## src/rtl/pc_fetch_unit.sv

```systemverilog
// Instruction-fetch stage: owns the PC, keeps one imem request outstanding, and
// buffers the returned word for decode behind a valid/ready handshake.
module pc_fetch_unit #(
  parameter int unsigned          XLEN     = 32,
  parameter logic [XLEN-1:0]      RESET_PC = 32'h0000_0000
) (
  input  logic            clk,
  input  logic            rst_n,
  input  logic            branch_taken,
  input  logic [XLEN-1:0] branch_target,
  input  logic            jump,
  input  logic [XLEN-1:0] jump_target,
  input  logic            stall,
  output logic            imem_req_valid,
  input  logic            imem_req_ready,
  output logic [XLEN-1:0] imem_addr,
  input  logic            imem_rsp_valid,
  input  logic [XLEN-1:0] imem_rsp_data,
  output logic            if_valid,
  input  logic            if_ready,
  output logic [XLEN-1:0] if_pc,
  output logic [XLEN-1:0] if_pc_plus4,
  output logic [XLEN-1:0] if_instr,
  output logic            fetch_fault
);

  typedef enum logic [1:0] {
    ST_REQ   = 2'd0,
    ST_WAIT  = 2'd1,
    ST_HOLD  = 2'd2,
    ST_FAULT = 2'd3
  } state_t;

  state_t          r_state;
  logic [XLEN-1:0] r_pc;
  logic [XLEN-1:0] r_inflight_pc;
  logic            r_kill;

  logic            w_redirect;
  logic            w_misaligned;
  logic            w_fire;
  logic [XLEN-1:0] w_target;

  assign w_redirect     = branch_taken | jump;
  assign w_target       = jump ? jump_target : branch_target;
  assign w_misaligned   = |w_target[1:0];
  assign w_fire         = if_valid & if_ready & ~stall;
  assign imem_req_valid = (r_state == ST_REQ);
  assign imem_addr      = r_pc;

  // NOTE: sequential state is written with <= so every register sees pre-edge values.
  always_ff @(posedge clk or negedge rst_n) begin
    if (!rst_n) begin
      r_state       <= ST_REQ;
      r_pc          <= RESET_PC;
      r_inflight_pc <= RESET_PC;
      r_kill        <= 1'b0;
      if_valid      <= 1'b0;
      if_pc         <= '0;
      if_pc_plus4   <= '0;
      if_instr      <= '0;
      fetch_fault   <= 1'b0;
    end else if (r_state != ST_FAULT) begin
      if (w_redirect) begin
        // A redirect always discards the buffered instruction; the kill flag
        // only survives when the accepted request's response is still due.
        r_pc     <= w_target;
        if_valid <= 1'b0;
        r_kill   <= 1'b0;
        if (w_misaligned) begin
          r_state     <= ST_FAULT;
          fetch_fault <= 1'b1;
        end else begin
          case (r_state)
            ST_REQ: begin
              if (imem_req_ready) begin
                r_state <= ST_WAIT;
                r_kill  <= 1'b1;
              end else begin
                r_state <= ST_REQ;
              end
            end
            ST_WAIT: begin
              if (imem_rsp_valid) begin
                r_state <= ST_REQ;
              end else begin
                r_state <= ST_WAIT;
                r_kill  <= 1'b1;
              end
            end
            default: r_state <= ST_REQ;
          endcase
        end
      end else begin
        case (r_state)
          ST_REQ: begin
            if (imem_req_ready) begin
              r_inflight_pc <= r_pc;
              r_pc          <= r_pc + XLEN'(4);
              r_state       <= ST_WAIT;
            end
          end
          ST_WAIT: begin
            if (imem_rsp_valid) begin
              if (r_kill) begin
                r_kill  <= 1'b0;
                r_state <= ST_REQ;
              end else begin
                if_instr    <= imem_rsp_data;
                if_pc       <= r_inflight_pc;
                if_pc_plus4 <= r_inflight_pc + XLEN'(4);
                if_valid    <= 1'b1;
                r_state     <= ST_HOLD;
              end
            end
          end
          ST_HOLD: begin
            if (w_fire) begin
              if_valid <= 1'b0;
              r_state  <= ST_REQ;
            end
          end
          default: ;
        endcase
      end
    end
  end

endmodule

```

## config.mk

```make
export PLATFORM = sky130hd
export DESIGN_NAME = pc_fetch_unit
export DESIGN_NICKNAME = d
export VERILOG_FILES = /design/src/rtl/pc_fetch_unit.sv
export SDC_FILE = /design/constraint.sdc
export NUM_CORES = 1
export LEC_CHECK = 0
export CAP_MARGIN = 10
export CORE_MARGIN = 2
export CORE_UTILIZATION = 50
export CTS_CLUSTER_SIZE = 16
export DETAILED_ROUTE_END_ITERATION = 7
export PLACE_DENSITY = 0.89
export SLEW_MARGIN = 20
export SYNTH_ARGS = -nofsm -noshare
export SYNTH_HDL_FRONTEND = slang
export SYNTH_SLANG_ARGS = --single-unit
```

## constraint.sdc

```tcl
create_clock -name clk -period 5.8 [get_ports clk]
set_input_delay 1.16 -clock clk [delete_from_list [all_inputs] [get_ports clk]]
set_output_delay 1.16 -clock clk [all_outputs]
set_load 0.05 [all_outputs]
```

# ---- Word-level counts from Yosys, hierarchy flattened
# Cells that the tools add are included.
dict set report word_totals {
  regBits 165
  latchBits 0
  ramBits 0
  mem_bits_ro 0
  input_bits 104
  output_inout_bits 131
  wordCells 65
  mem_count 0
}
dict set report op_classes {
  n_addsub 2
  multipliers 0
  div_mod_pow 0
  order_cmp 0
  n_eq_ne 7
  shifts 0
  mux 26
  bitwise 6
  n_reduce_logical 15
}
# cell n
set ops {}
lappend ops {{2-to-1 mux 32 bit} 4}
lappend ops {{adder 32 x 3 -> 32 bit (second input constant)} 2}
lappend ops {{AND reduction 5 bit} 3}
lappend ops {{2-to-1 mux 1 bit} 12}
lappend ops {{2-to-1 mux 2 bit} 6}
lappend ops {{inequality test 3 bit (second input constant)} 3}
lappend ops {{AND reduction 3 bit} 3}
lappend ops {{nonzero test 2 bit} 4}
lappend ops {{one-hot mux 2 bit (3 select lines)} 1}
lappend ops {{one-hot mux 1 bit (2 select lines)} 2}
lappend ops {{one-hot mux 2 bit (2 select lines)} 1}
lappend ops {{AND reduction 4 bit} 1}
lappend ops {{nonzero test 4 bit} 1}
lappend ops {{inequality test 3 x 1 -> 1 bit (second input constant)} 1}
lappend ops {{NOT 1 bit} 3}
lappend ops {{nonzero test 3 bit} 1}
lappend ops {{bitwise AND 1 bit} 2}
lappend ops {{equality test 2 x 1 -> 1 bit (second input constant)} 1}
lappend ops {{equality test 2 bit (second input constant)} 1}
lappend ops {{logical NOT 2 bit} 1}
lappend ops {{inequality test 2 bit (second input constant)} 1}
lappend ops {{OR reduction 2 bit} 1}
lappend ops {{bitwise OR 1 bit} 1}

# ---- Longest topological paths before layout
dict set report logic_depth {
  ltp_word 5
  mapped_depth 8
  ltp_nobuf 7
}

# ---- Worst setup path before layout
# Ideal clock, no wire load.
dict set report synth_timing {
  kind {in2reg}
  startpoint {input branch_taken}
  endpoint {register if_instr[0]}
  setup_ns 0.125
  t_arrival_ns 2.538
  required_ns 5.675
  setup_slack_ns 3.137
  path_stages 7
  path_buffers 3
  path_cell_list {clkbuf_1 -> inv_1 -> nand2_2 -> or3b_1 -> buf_2 -> buf_2 -> mux2_2}
}
dict set report synth_via {
  elab_chain_len 3
}
# element line_no
set synth_lines {}
lappend synth_lines {{from (decl)} 9} ;# input logic branch_taken,
lappend synth_lines {{bitwise OR 1 bit} 44} ;# assign w_redirect = branch_taken | jump;
lappend synth_lines {{NOT 1 bit (no line)} n/a}
lappend synth_lines {{AND reduction 5 bit (no line)} n/a}
lappend synth_lines {{to (signal assigned)} 109} ;# if_instr <= imem_rsp_data;
lappend synth_lines {{to (decl)} 23} ;# output logic [XLEN-1:0] if_instr,
# No other way between the ends.
# A chain may end at the register's enable or synchronous reset.

# ---- Final worst setup path
dict set report layout_timing {
  startpoint {input branch_taken}
  endpoint {register if_pc[19]}
}
dict set report layout_via {
  elab_chain_len 3
}
# element line_no
set layout_lines {}
lappend layout_lines {{bitwise OR 1 bit} 44}
lappend layout_lines {{NOT 1 bit (no line)} n/a}
lappend layout_lines {{AND reduction 5 bit (no line)} n/a}
lappend layout_lines {{to (signal assigned)} 110} ;# if_pc <= r_inflight_pc;
lappend layout_lines {{to (decl)} 21} ;# output logic [XLEN-1:0] if_pc,
# No other way between the ends.

==> flow_metrics.env <==
export IMPL_status="finished, final reports clean"
export IMPL_end_kind="flop"
export IMPL_grt_pass1_wl_um=34680
export IMPL_grt_pass1_vias=6545
export IMPL_crit_type="input pin to flop"
export IMPL_root_buffer="clkbuf_16"
export IMPL_synth_edff_count=0
export IMPL_drive_above_1_share=0.1525
export IMPL_cp_slowest_cell="clkdlybuf4s50_1"
export IMPL_cp_required_ps=6110
export IMPL_nNetsFinal=1049
export IMPL_grt_setup_unrepaired="false"
export IMPL_ant_nets=0
export IMPL_holdWs_ps=477.8
export IMPL_design_area_um2=10860
export IMPL_cpPeakStageDelay_ps=900
export IMPL_cts_resized=0
export IMPL_startpoint_type="input pin"
export IMPL_postCtsSetupBuffers=0
export IMPL_path_cells="clkdlybuf4s50_1 -> inv_1 -> nand2_2 -> or3b_4 -> buf_4 -> mux2_2"
export IMPL_setup_viol=0
export IMPL_synth_area_um2=7759
export IMPL_min_period_ps=3736
export IMPL_path_delay_family="buffers and inverters"
export IMPL_die_w_um=128.6
export IMPL_dp_hpwl_um=15770
export IMPL_start_util=0.5104
export IMPL_core_area_um2=15200
export IMPL_power_density_nw_per_um2=240.4
export IMPL_cts_htree_levels=4
export IMPL_max_slew_margin=0.3728
export IMPL_ys_flop_type="dfrtp_1"
export IMPL_initialDrtViolationCount=674
export IMPL_synth_area_per_cell_um2=10.82
export IMPL_cts_sinks=163
export IMPL_setup_total_negative_slack_ps=0
export IMPL_path_clk_slew_ps=60
export IMPL_drv_cap=0
export IMPL_vias=6656
export IMPL_hold_buffers=0
export IMPL_clock_skew_ps=7.393
export IMPL_vias_per_cell=5.844
export IMPL_ys_types=64
export IMPL_die_area_um2=16530
export IMPL_numCtsBuffers=17
export IMPL_tightest_slew_ps=940.9
export IMPL_rows=45
export IMPL_cts_tree="yes"
export IMPL_wl_met2_um=10250
export IMPL_synthTopCellsByArea="dfrtp_1, mux2_2, o21ai_0, nand2_1, xnor2_1"
export IMPL_holdCritPathClass="flop to flop"
export IMPL_wirelength_um=21770
export IMPL_cp_max_fo=54
export IMPL_p_total_mw=2.612
export IMPL_nFillCells=1073
export IMPL_wl_met3_um=1712
export IMPL_grt_antenna_before_repair=0
export IMPL_yosysWarnings=0
export IMPL_insertion_delay_ps=430
export IMPL_synth_seq_cells=163
export IMPL_syn_nets=828
export IMPL_grt_use_total=0.2702
export IMPL_dpl_instance_area_um2=10240
export IMPL_wirelength_met1_um=9094
export IMPL_highest_layer="met4"
export IMPL_yosysSeqAreaShare=0.5257
export IMPL_die_y_um=128.6
export IMPL_layout_common_cells="clkdlybuf4s50_1, dfrtp_1, mux2_2, o21ai_0, nand2_1"
export IMPL_yosysTopAreaCellShare=0.5257
export IMPL_first_pass_iters=5
export IMPL_fin_crit_sh=0.6441
export IMPL_critPathBufInv=3
export IMPL_wl_per_cell_um=19.12
export IMPL_maxSlewViolCount=0
export IMPL_post_route_util=0.7147
export IMPL_cts_max_path_buffers=2
export IMPL_globalRouteOverflowTotal=0
export IMPL_fmax_mhz=267.7
export IMPL_hold_violations=0
export IMPL_gp_congestion=0.8996
export IMPL_drcViolationCount=0
export IMPL_power_leakage_nw=4.695
export IMPL_peakVddDrop_mv=0.1988
export IMPL_area_growth_pct=40.03
export IMPL_final_common_cell="clkdlybuf4s50_1"
export IMPL_async_reset_ff_frac=1.000
export IMPL_synth_top_area_cell="dfrtp_1"
export IMPL_io_pins=235
export IMPL_io_buffers=234
export IMPL_worst_ep_arrival_time_ps=4050
export IMPL_syn_inst=717
export IMPL_grt_start_max_net_pins=73
export IMPL_antenna_cells=0
## final cells by class
cell class / instances / area, um^2 / share of cell area
clock buffer: 18 / 439.2 / 0.04042
clock inverter: 14 / 173.9 / 0.01601
inverter: 16 / 60.06 / 0.005528
multi-input combinational: 496 / 3446 / 0.3172
sequential: 163 / 4079 / 0.3754
tap: 188 / 235.2 / 0.02165
timing repair buffer: 244 / 2431 / 0.2238
## routing by layer
layer / global-route usage / vias to the layer above
met2: 0.4296 / 338
met3: 0.06154 / 66
met1: 0.3601 / 3203
li1: - / 3049
met5: 0 / -
met4: 0.1145 / 0
## Yosys cell counts, drive strengths merged (5+ instances only)
cell,count
o21ai,84
a211oi,5
a21oi,29
nand2,73
dfrtp,163
nor4,8
a22o,5
mux2,83
xnor2,26
clkbuf,24
inv,16
a22oi,12
buf,18
nand3,23
nor3,15
nand4,14
and3,10
nor2,25
a31oi,6
ha,7
## worst paths after layout
check	start	end	slack [ps]	depth (start not counted)
setup / recovery	branch_taken	if_pc[19]	2060	6
hold / removal	if_pc_plus4[20]	if_pc_plus4[20]	480	2
setup reg to reg	r_state[1]	if_pc[19]	3090	5
hold reg to reg	if_pc_plus4[20]	if_pc_plus4[20]	480	2
max in group asynchronous	rst_n	if_instr[22]	3920	2
min in group asynchronous	rst_n	if_pc[17]	750	1
## sequential cells by signal, summed over array words and instances (netlist names)
name	flops
r_state	2
if_pc_plus4	30
if_pc	32
if_instr	32
fetch_fault	1
if_valid	1
r_inflight_pc	32
imem_addr	32
r_kill	1
## cells by family (layout without fill, tap and decap cells)
kind of cell | after synthesis | after routing | synth area share
AND/OR/NAND/NOR | 192 | 192 | 0.1280
AO/OA/AOI/OAI | 182 | 182 | 0.1455
flip-flops | 163 | 163 | 0.5257
multiplexers | 87 | 87 | 0.1256
buffers and inverters | 58 | 292 | 0.03225
XOR/XNOR | 28 | 28 | 0.03161
adder cells (fa/ha/maj) | 7 | 7 | 0.01129
## stage by stage
step / worst slack (ps) / cells
CTS: 2116 / 1139
global placement: 1734 / 1107
floorplan: 3137 / 717
finish: 2064 / 1139
detailed placement: 1672 / 1107
global route: 1904 / 1139
## worst reg2reg max path: stages, from the launching register on
cell and delay (ps):
dfrtp_1 380, ha_1 530, nor2b_1 140, or3b_4 750
buf_4 410, mux2_2 380
## power by group
part           switching [mW]  internal (mW)
clock                   0.480          0.695
combinational           0.140          0.113
sequential             0.0321           1.15
total                   0.652           1.96
No activity file was read; power rests on OpenSTA's default activity.
